File: src/rtl/flow_verdict_arbiter.sv
// flow_verdict_arbiter
//   Collects {flow_id, flow_type} verdicts from N_REQ protocol parsers and
//   funnels them into one registered valid/ready flow-table write port.
//   Each parser owns a 1-deep holding slot. FULL slots are granted
//   round-robin into the output register.
//
// Ports
//   i_clk, i_rst       clock; synchronous active-high reset
//   i_req_valid        per-parser 1-cycle verdict strobe
//   i_req_flow_id      packed ids, requester k at [k*FLOW_ID_W +: FLOW_ID_W]
//   i_req_flow_type    packed types, requester k at [k*TYPE_W +: TYPE_W]
//   o_req_busy         slot k currently holds a verdict
//   o_wr_valid/_flow_id/_flow_type/_src  flow-table write request
//   i_wr_ready         flow-table accepts when o_wr_valid & i_wr_ready
//   o_drop_cnt         saturating count of verdicts lost to slot conflicts
module flow_verdict_arbiter #(
    parameter int  N_REQ     = 4,
    parameter int  FLOW_ID_W = 8,
    parameter int  TYPE_W    = 3,
    parameter int  CNT_W     = 16,
    localparam int SRC_W     = (N_REQ > 1) ? $clog2(N_REQ) : 1
) (
    input  logic                       i_clk,
    input  logic                       i_rst,
    input  logic [N_REQ-1:0]           i_req_valid,
    input  logic [N_REQ*FLOW_ID_W-1:0] i_req_flow_id,
    input  logic [N_REQ*TYPE_W-1:0]    i_req_flow_type,
    output logic [N_REQ-1:0]           o_req_busy,
    output logic                       o_wr_valid,
    output logic [FLOW_ID_W-1:0]       o_wr_flow_id,
    output logic [TYPE_W-1:0]          o_wr_flow_type,
    output logic [SRC_W-1:0]           o_wr_src,
    input  logic                       i_wr_ready,
    output logic [CNT_W-1:0]           o_drop_cnt
);

    typedef enum logic {SLOT_EMPTY = 1'b0, SLOT_FULL = 1'b1} slot_e;
    typedef enum logic {OUT_IDLE = 1'b0, OUT_PEND = 1'b1} out_e;

    slot_e                slot_q      [N_REQ];
    slot_e                slot_d      [N_REQ];
    logic [FLOW_ID_W-1:0] slot_id_q   [N_REQ];
    logic [FLOW_ID_W-1:0] slot_id_d   [N_REQ];
    logic [TYPE_W-1:0]    slot_type_q [N_REQ];
    logic [TYPE_W-1:0]    slot_type_d [N_REQ];

    out_e                 out_q, out_d;
    logic [FLOW_ID_W-1:0] wr_id_q, wr_id_d;
    logic [TYPE_W-1:0]    wr_type_q, wr_type_d;
    logic [SRC_W-1:0]     wr_src_q, wr_src_d;
    logic [SRC_W-1:0]     ptr_q, ptr_d;
    logic [CNT_W-1:0]     drop_q, drop_d;

    logic                 load_ok;
    logic                 any_full;
    logic                 grant_en;
    logic [SRC_W-1:0]     grant_idx;
    logic [SRC_W-1:0]     grant_cand;
    logic [SRC_W:0]       n_drops;

    function automatic logic [CNT_W-1:0] sat_add(input logic [CNT_W-1:0] a,
                                                 input logic [SRC_W:0]   b);
        logic [CNT_W:0] sum;
        sum = {1'b0, a} + {{(CNT_W-SRC_W){1'b0}}, b};
        return sum[CNT_W] ? {CNT_W{1'b1}} : sum[CNT_W-1:0];
    endfunction

    // Output register may take a new entry when empty or when its current
    // entry is being accepted this cycle (no bubble between writes).
    assign load_ok  = (out_q == OUT_PEND) ? i_wr_ready : 1'b1;
    assign grant_en = load_ok & any_full;

    // Round-robin search: scan offsets from farthest to nearest so the
    // nearest FULL slot at or after the pointer is the one left standing.
    always_comb begin
        any_full   = 1'b0;
        grant_idx  = '0;
        grant_cand = '0;
        for (int off = N_REQ - 1; off >= 0; off--) begin
            grant_cand = SRC_W'((int'(ptr_q) + off) % N_REQ);
            if (slot_q[grant_cand] == SLOT_FULL) begin
                any_full  = 1'b1;
                grant_idx = grant_cand;
            end
        end
    end

    // Slot FSMs. A slot being drained this cycle behaves like an empty one,
    // so a same-cycle strobe is recaptured instead of dropped.
    always_comb begin
        n_drops = '0;
        for (int k = 0; k < N_REQ; k++) begin
            slot_d[k]      = slot_q[k];
            slot_id_d[k]   = slot_id_q[k];
            slot_type_d[k] = slot_type_q[k];
            if (slot_q[k] == SLOT_EMPTY || (grant_en && grant_idx == SRC_W'(k))) begin
                if (i_req_valid[k]) begin
                    slot_d[k]      = SLOT_FULL;
                    slot_id_d[k]   = i_req_flow_id[k*FLOW_ID_W +: FLOW_ID_W];
                    slot_type_d[k] = i_req_flow_type[k*TYPE_W +: TYPE_W];
                end else begin
                    slot_d[k] = SLOT_EMPTY;
                end
            end else if (i_req_valid[k]) begin
                // Same flow: latest verdict wins. Different flow: lost.
                if (i_req_flow_id[k*FLOW_ID_W +: FLOW_ID_W] == slot_id_q[k]) begin
                    slot_type_d[k] = i_req_flow_type[k*TYPE_W +: TYPE_W];
                end else begin
                    n_drops = n_drops + (SRC_W+1)'(1);
                end
            end
        end
        drop_d = sat_add(drop_q, n_drops);
    end

    // Output register FSM next state.
    always_comb begin
        out_d     = out_q;
        wr_id_d   = wr_id_q;
        wr_type_d = wr_type_q;
        wr_src_d  = wr_src_q;
        ptr_d     = ptr_q;
        if (load_ok) begin
            if (any_full) begin
                out_d     = OUT_PEND;
                wr_id_d   = slot_id_q[grant_idx];
                wr_type_d = slot_type_q[grant_idx];
                wr_src_d  = grant_idx;
                ptr_d     = (grant_idx == SRC_W'(N_REQ - 1)) ? '0 : grant_idx + SRC_W'(1);
            end else begin
                out_d = OUT_IDLE;
            end
        end
    end

    always_ff @(posedge i_clk) begin
        if (i_rst) begin
            out_q     <= OUT_IDLE;
            wr_id_q   <= '0;
            wr_type_q <= '0;
            wr_src_q  <= '0;
            ptr_q     <= '0;
            drop_q    <= '0;
            for (int k = 0; k < N_REQ; k++) begin
                slot_q[k] <= SLOT_EMPTY;
            end
        end else begin
            out_q     <= out_d;
            wr_id_q   <= wr_id_d;
            wr_type_q <= wr_type_d;
            wr_src_q  <= wr_src_d;
            ptr_q     <= ptr_d;
            drop_q    <= drop_d;
            for (int k = 0; k < N_REQ; k++) begin
                slot_q[k] <= slot_d[k];
            end
        end
    end

    // Slot payload is only observed while its slot is FULL, so it needs no reset.
    always_ff @(posedge i_clk) begin
        for (int k = 0; k < N_REQ; k++) begin
            slot_id_q[k]   <= slot_id_d[k];
            slot_type_q[k] <= slot_type_d[k];
        end
    end

    always_comb begin
        for (int k = 0; k < N_REQ; k++) begin
            o_req_busy[k] = (slot_q[k] == SLOT_FULL);
        end
    end

    assign o_wr_valid     = (out_q == OUT_PEND);
    assign o_wr_flow_id   = wr_id_q;
    assign o_wr_flow_type = wr_type_q;
    assign o_wr_src       = wr_src_q;
    assign o_drop_cnt     = drop_q;

endmodule

File: config.mk
export PLATFORM = sky130hd
export DESIGN_NAME = flow_verdict_arbiter
export DESIGN_NICKNAME = d
export VERILOG_FILES = /design/src/rtl/flow_verdict_arbiter.sv
export SDC_FILE = /design/constraint.sdc
export NUM_CORES = 1
export LEC_CHECK = 0
export ABC_AREA = 1
export CORE_MARGIN = 2
export CORE_UTILIZATION = 40
export DETAILED_ROUTE_END_ITERATION = 10
export DONT_BUFFER_PORTS = 1
export GPL_TIMING_DRIVEN = 1
export HOLD_SLACK_MARGIN = 0.12
export SETUP_SLACK_MARGIN = 0.4
export SLEW_MARGIN = 10
export SYNTH_ARGS = -nofsm -noshare
export SYNTH_HDL_FRONTEND = slang
export SYNTH_SLANG_ARGS = --single-unit
File: constraint.sdc
create_clock -name i_clk -period 10.8 [get_ports i_clk]
set_input_delay 3.24 -clock i_clk [delete_from_list [all_inputs] [get_ports i_clk]]
set_output_delay 3.24 -clock i_clk [all_outputs]
set_load 0.02 [all_outputs]
**Word-level counts from Yosys, hierarchy flattened**

Memories as Yosys holds them, arrays and structs flattened. A register that Yosys moved wholly into a read port is not among the register bits.
Index checks and enable logic that the tools add are counted.

- Bits in registers: 21
- RAM bits: 48
- Output and inout bits: 34
- Word-level logic and storage cells: 122
- Memories: 3

- $add $sub $neg: 8
- Equality and inequality tests: 19
- Muxes and demuxes: 65
- Bitwise operators: 9
- Reductions and logical operators: 14

Memories:

| name | depth | width | read ports | clocked after memory_dff | wr ports | RTL line | source |
|---|---|---|---|---|---|---|---|
| slot_id_q | 4 | 8 | 5 | 1 | 4 | 42 | `logic [FLOW_ID_W-1:0] slot_id_q [N_REQ];` |
| slot_type_q | 4 | 3 | 1 | 1 | 4 | 44 | `logic [TYPE_W-1:0] slot_type_q [N_REQ];` |
| slot_q | 4 | 1 | 8 | 1 | 4 | 40 | `slot_e slot_q [N_REQ];` |

Operators with widths:

| cell | number |
|---|---|
| 2-to-1 mux 3 bit | 26 |
| 2-to-1 mux 8 bit | 8 |
| == test 8 bit | 4 |
| 2-to-1 mux 1 bit | 23 |
| adder 16 x 3 -> 17 bit | 1 |
| 2-to-1 mux 16 bit | 1 |
| inequality test 2 bit, second input constant | 8 |
| 2-to-1 mux 2 bit | 7 |
| inequality test 3 bit, second input constant | 4 |
| AND reduction 3 bit | 4 |
| adder 3 x 1 -> 3 bit, second input constant | 3 |
| adder 2 x 1 -> 2 bit, second input constant | 2 |
| adder 2 bit, second input constant | 2 |
| == test 2 bit, second input constant | 2 |
| logical AND 1 bit | 4 |
| logical OR 1 bit | 4 |
| inverter 1 bit | 4 |
| bitwise OR 1 bit | 4 |
| == test 2 x 1 -> 1 bit, second input constant | 1 |
| zero test 2 bit | 1 |
| AND reduction 2 bit | 1 |
| bitwise AND 1 bit | 1 |

**Longest topological paths before layout**

An unclocked memory read counts as a cell.

- Depth in word-level cells: 24
- Gate-level depth with buffers: 36
- Gate-level depth less buffers: 34

**Worst setup path before layout**

No wires, ideal clock.

- Path type: input -> register
- Start point: input port i_req_flow_id[14]
- End point: register drop_q[10], in the netlist o_drop_cnt[10]
- Library setup time: 115 ps
- Arrival: 6757 ps
- Required time: 10685 ps
- Slack: 3928 ps
- Stages: 20
- Buffers on the path: 0
- Cells stage by stage: xnor2_1 -> nand2_1 -> or4_1 -> ha_1 -> inv_1 -> nand4_1 -> nand2_1 -> inv_1 -> ha_1 -> nand2_1 -> nand2_1 -> ha_1 -> nor2_1 -> o21bai_1 -> fa_1 -> o22ai_1 -> nand4_1 -> xnor2_1 -> o21ai_0 -> inv_1

- Word-level cells in the longest chain between the ends: 14

RTL lines:

| element | RTL line | source |
|---|---|---|
| from (decl) | 26 | `input logic [N_REQ*FLOW_ID_W-1:0] i_req_flow_id,` |
| == test 8 bit * | 106 | `if (i_req_flow_id[k*FLOW_ID_W +: FLOW_ID_W] == slot_id_q[k]) begin` |
| 2-to-1 mux 3 bit * | 106 |  |
| 2-to-1 mux 3 bit * | 104 | `end else if (i_req_valid[k]) begin` |
| 2-to-1 mux 3 bit * | 96 | `if (slot_q[k] == SLOT_EMPTY \|\| (grant_en && grant_idx == SRC_W'(k))) begin` |
| adder 3 x 1 -> 3 bit | 109 | `n_drops = n_drops + (SRC_W+1)'(1);` |
| 2-to-1 mux 3 bit | 106 |  |
| 2-to-1 mux 3 bit | 104 |  |
| 2-to-1 mux 3 bit * | 96 |  |
| adder 3 x 1 -> 3 bit | 109 |  |
| 2-to-1 mux 3 bit | 106 |  |
| 2-to-1 mux 3 bit | 104 |  |
| 2-to-1 mux 3 bit * | 96 |  |
| adder 16 x 3 -> 17 bit * | 64 | `sum = {1'b0, a} + {{(CNT_W-SRC_W){1'b0}}, b};` |
| 2-to-1 mux 16 bit * | 65 | `return sum[CNT_W] ? {CNT_W{1'b1}} : sum[CNT_W-1:0];` |
| to (signal assigned) | 153 | `drop_q <= drop_d;` |
| to (decl) | 52 | `logic [CNT_W-1:0] drop_q, drop_d;` |

Every way passes the cells marked *; elsewhere a longest branch is shown, timed or not.
A chain may end at the register's enable or synchronous reset.

**Final worst setup path**

- Start point: input port i_req_flow_id[14]
- End point: register drop_q[7], in the netlist o_drop_cnt[7]

Same word-level chain as after synthesis.

==> summary.txt <==
Worst setup path
  – Max stage delay cell, worst path: or4_1
  – Startpoint Class: primary input
  – Ordered cell list for the critical path: xnor2_1 -> nand2_1 -> or4_1 -> ha_1 -> inv_1 -> nand4_1 -> nand2_1 -> inv_1 -> ha_1 -> nand2_1 -> nand2_1 -> ha_1 -> nor2_1 -> o21bai_1 -> fa_1 -> o22ai_1 -> nand4_2 -> inv_2 -> o21ai_0 -> inv_1
  – Family with the most delay on the worst path: simple AND/OR/NAND/NOR gates
  – R2R Path End: o_drop_cnt[7]
  – Reg-to-Reg Start: slot_q[3]
  – Worst path bufs/invs: 4
  – CP Class: in2reg
  – CP Max Fanout: 9
  – CP arrival: ~7.3 ns
  – Critical path data required time: ~11 ns
  – Critical path capture point type: register
  – R2r worst-path depth: 30
  – Most used cell, CP: nand2_1
  – Worst R2R Setup Slack: about 5 ns
  – Crit path largest cell delay: 0.57 ns

Min path
  – Hold path depth: 2
  – Min-delay src: o_wr_src[1]
  – Hold Crit Endpoint: o_wr_src[1]
  – Hold Path Class: reg2reg

Synth
  – Synth unique cells: 42
  – Most frequent cell after synthesis: nand2_1
  – Synth top area cells: edfxtp_1 (29%), dfxtp_1 (17%), nand2_1 (11%), inv_1 (6.8%), nor2_1 (5.4%)
  – Seq/Total Area, Yosys: a little under half
  – Ys flop type: edfxtp_1
  – Synth warn: 0
  – Top cell type's share of synthesized area: 29.3%
  – Synth Register Bits: 82
  – Synth Instances: 561
  – Mapped cell area: 4510 um^2
  – Async S/R FF share, synth: 0%
  – Post-synth top cells: nand2_1 (131), inv_1 (82), nor2_1 (65)
  – Post-synth net total: 623
  – EDFF count, synth: 44
  – Biggest area consumer among synthesized cells: edfxtp_1
  – Mean Syn Cell Area: 8.04 um^2

Floorplan
  – Die X: 110 um
  – Standard-cell rows: 38
  – Boundary Pins: 85
  – Die height: 110 um
  – Starting density of the core: 41.2%
  – Core Region: between 10,000 and 15,000 um^2
  – DIE AREA: 12,100 um^2

Drt
  – Iteration-0 DRC Markers: around 150
  – DRC viols: 0
  – Metal3 WL: 991 um
  – M1 WL: roughly 4.6 mm
  – WL/cell: between 10 and 15 um
  – Post-DRT Antenna Nets: 0
  – Vias per cell: 4.80
  – Vias: between 3,000 and 4,000
  – Post-Route WL: 10.3 mm
  – Max layer used: met4
  – Met2 wire length: 4.47 mm
  – DRT Pass-1 Iters: 7

Power
  – Pleak: 2.22 nW
  – Comb pwr share: between 30 and 40%
  – Maximum vdd ir drop: 0.114 mV
  – Sw Pwr: 0.512 mW
  – Clock power frac: 23.9%
  – Pwr dens: approximately 250 nW/um^2
  – Total power: 1.22 mW
  – Seq pwr share: 38.5%
  – Sw frac: 41.9%
  – Internal power: 0.710 mW

STA
  – Setup_tns: 0 ns
  – Skew final: 0.0101 ns
  – Final min period: 7.04 ns
  – Max Slew Vio Count: 0
  – Final Cycle Share: 65.1%
  – Final setup violation count: 0
  – Setup repair after global routing missed its margin: false
  – Worst setup margin: 3.76 ns
  – Final hold vios: 0
  – Max-slew headroom: between 40% and 50%
  – Fmax: 0.142 GHz
  – Worst-Margin Slew: 0.826 ns

GRT
  – Vias in the first global route: about 3,100
  – First-pass GRT wire length: 16.3 mm
  – Largest net degree at the start of global routing: 30
  – Remaining Overflow, GRT: 0
  – Initial antenna violation count: 0
  – All-Layer GR Usage: 18.0%

Place
  – Placed insts: 685
  – Count of input and output buffers: 0
  – Pre-CTS WS: 3.48 ns
  – Post-DP HPWL: ~8 mm
  – Gpl congestion: 0.816
  – Placed inst area: between 4000 and 5000 um^2

Cells and area
  – Register Area: 2080 um^2
  – Fill count: about 1,100
  – Layout cells sized above 1: 8.91%
  – Final Instance Area: between 4000 and 5000 um^2
  – Multi-input gate area: 1970 um^2
  – Layout area overhead: 7.47%
  – Ant diodes: 0
  – Post-layout instance count excluding filler cells: between 700 and 800
  – Final-stage net count: 618

CTS
  – Clock root buffer: clkbuf_16
  – Clk buf depth: 2
  – Postcts setup bufs: 0
  – Total CTS buffers: 9
  – Register clock-pin slew on the reported worst setup and hold paths: 0.06 ns
  – PostCTS Resize Cnt: 0
  – Clock H-tree levels: 3
  – CTS Hold Bufs: 0
  – CTS tree: yes
  – Clock Latency Late Sink: 0.35 ns
  – CTS Sinks: 82

Run status
  – Status: finished, final reports clean

Job
  – Maxcap violations: 0
flip-flops by register name, indices dropped and copies added (netlist names), named ones only:
signal	count
slot_type_q	12
o_wr_flow_id	8
o_wr_valid	1
o_wr_src	2
ptr_q	2
o_wr_flow_type	3
o_drop_cnt	16
slot_q	4
slot_id_q	32
layout make-up:
class	count	area share (%)
clock buffer	13	5.48
tap	140	3.62
sequential	82	43.0
inverter	90	7.02
multi-input combinational	373	40.6
clock inverter	3	0.310
tightest hold or removal path: cells and delay by family, from the launching register on:
kind / cells / cell delay, ns
flops: 1 / 0.38
simple gates: 1 / 0.10
compound gates: 1 / 0.05
layer usage:
metal	vias to the layer above	track usage, %
met5	-	0
met4	0	7.86
met3	14	6.70
met2	89	26.5
met1	1492	23.7
li1	1767	-
metrics by stage:
stage               utilization, %  hold WS (ns)
CTS                           44.3         0.589
finish                        44.3         0.573
global placement              41.7         0.575
detailed placement            41.7         0.580
global route                  44.3         0.612
floorplan                        -         0.516
placed cells by master (no fill, tap or decap), types with 10 or more instances in the layout:
cell / count
dfxtp_1: 38
nand2_2: 10
a21oi_1: 17
nand2_1: 131
xnor2_1: 14
xor2_1: 16
inv_1: 82
o21ai_1: 10
clkbuf_16: 10
ha_1: 10
edfxtp_1: 44
nand3_1: 48
nor2_1: 65
logic make-up after synthesis:
kind of cell               share of synthesized area [%]
xor gates and xnor gates                            5.83
and+or+nand+nor                                     28.8
AOI/OAI and AO/OA                                   5.75
buffers and inverters                               10.2
DFF                                                 46.2
adders and majority gates                           3.22
power by group through the flow:
| stage | Sequential, mW | Clock (mW) | Combinational (mW) |
|---|---|---|---|
| 2_1_floorplan | 0.455 | 0 | 0.403 |
| 3_3_place_gp | 0.477 | 0 | 0.455 |
| 3_5_place_dp | 0.478 | 0 | 0.462 |
| 4_1_cts | 0.471 | 0.298 | 0.464 |
| 5_1_grt | 0.477 | 0.311 | 0.530 |
| 6_report | 0.470 | 0.292 | 0.460 |
worst max path at each step:
| stage | start | end | depth (start not counted) |
|---|---|---|---|
| after floorplan | i_req_flow_id[14] | o_drop_cnt[10] | 20 |
| final | i_req_flow_id[14] | o_drop_cnt[7] | 20 |
| after global placement | i_req_flow_id[14] | o_drop_cnt[11] | 20 |
| after CTS | i_req_flow_id[14] | o_drop_cnt[7] | 20 |
| after detailed placement | i_req_flow_id[14] | o_drop_cnt[11] | 20 |
| after global routing | i_req_flow_id[14] | o_drop_cnt[7] | 20 |
No activity file was read; power rests on OpenSTA's default activity.
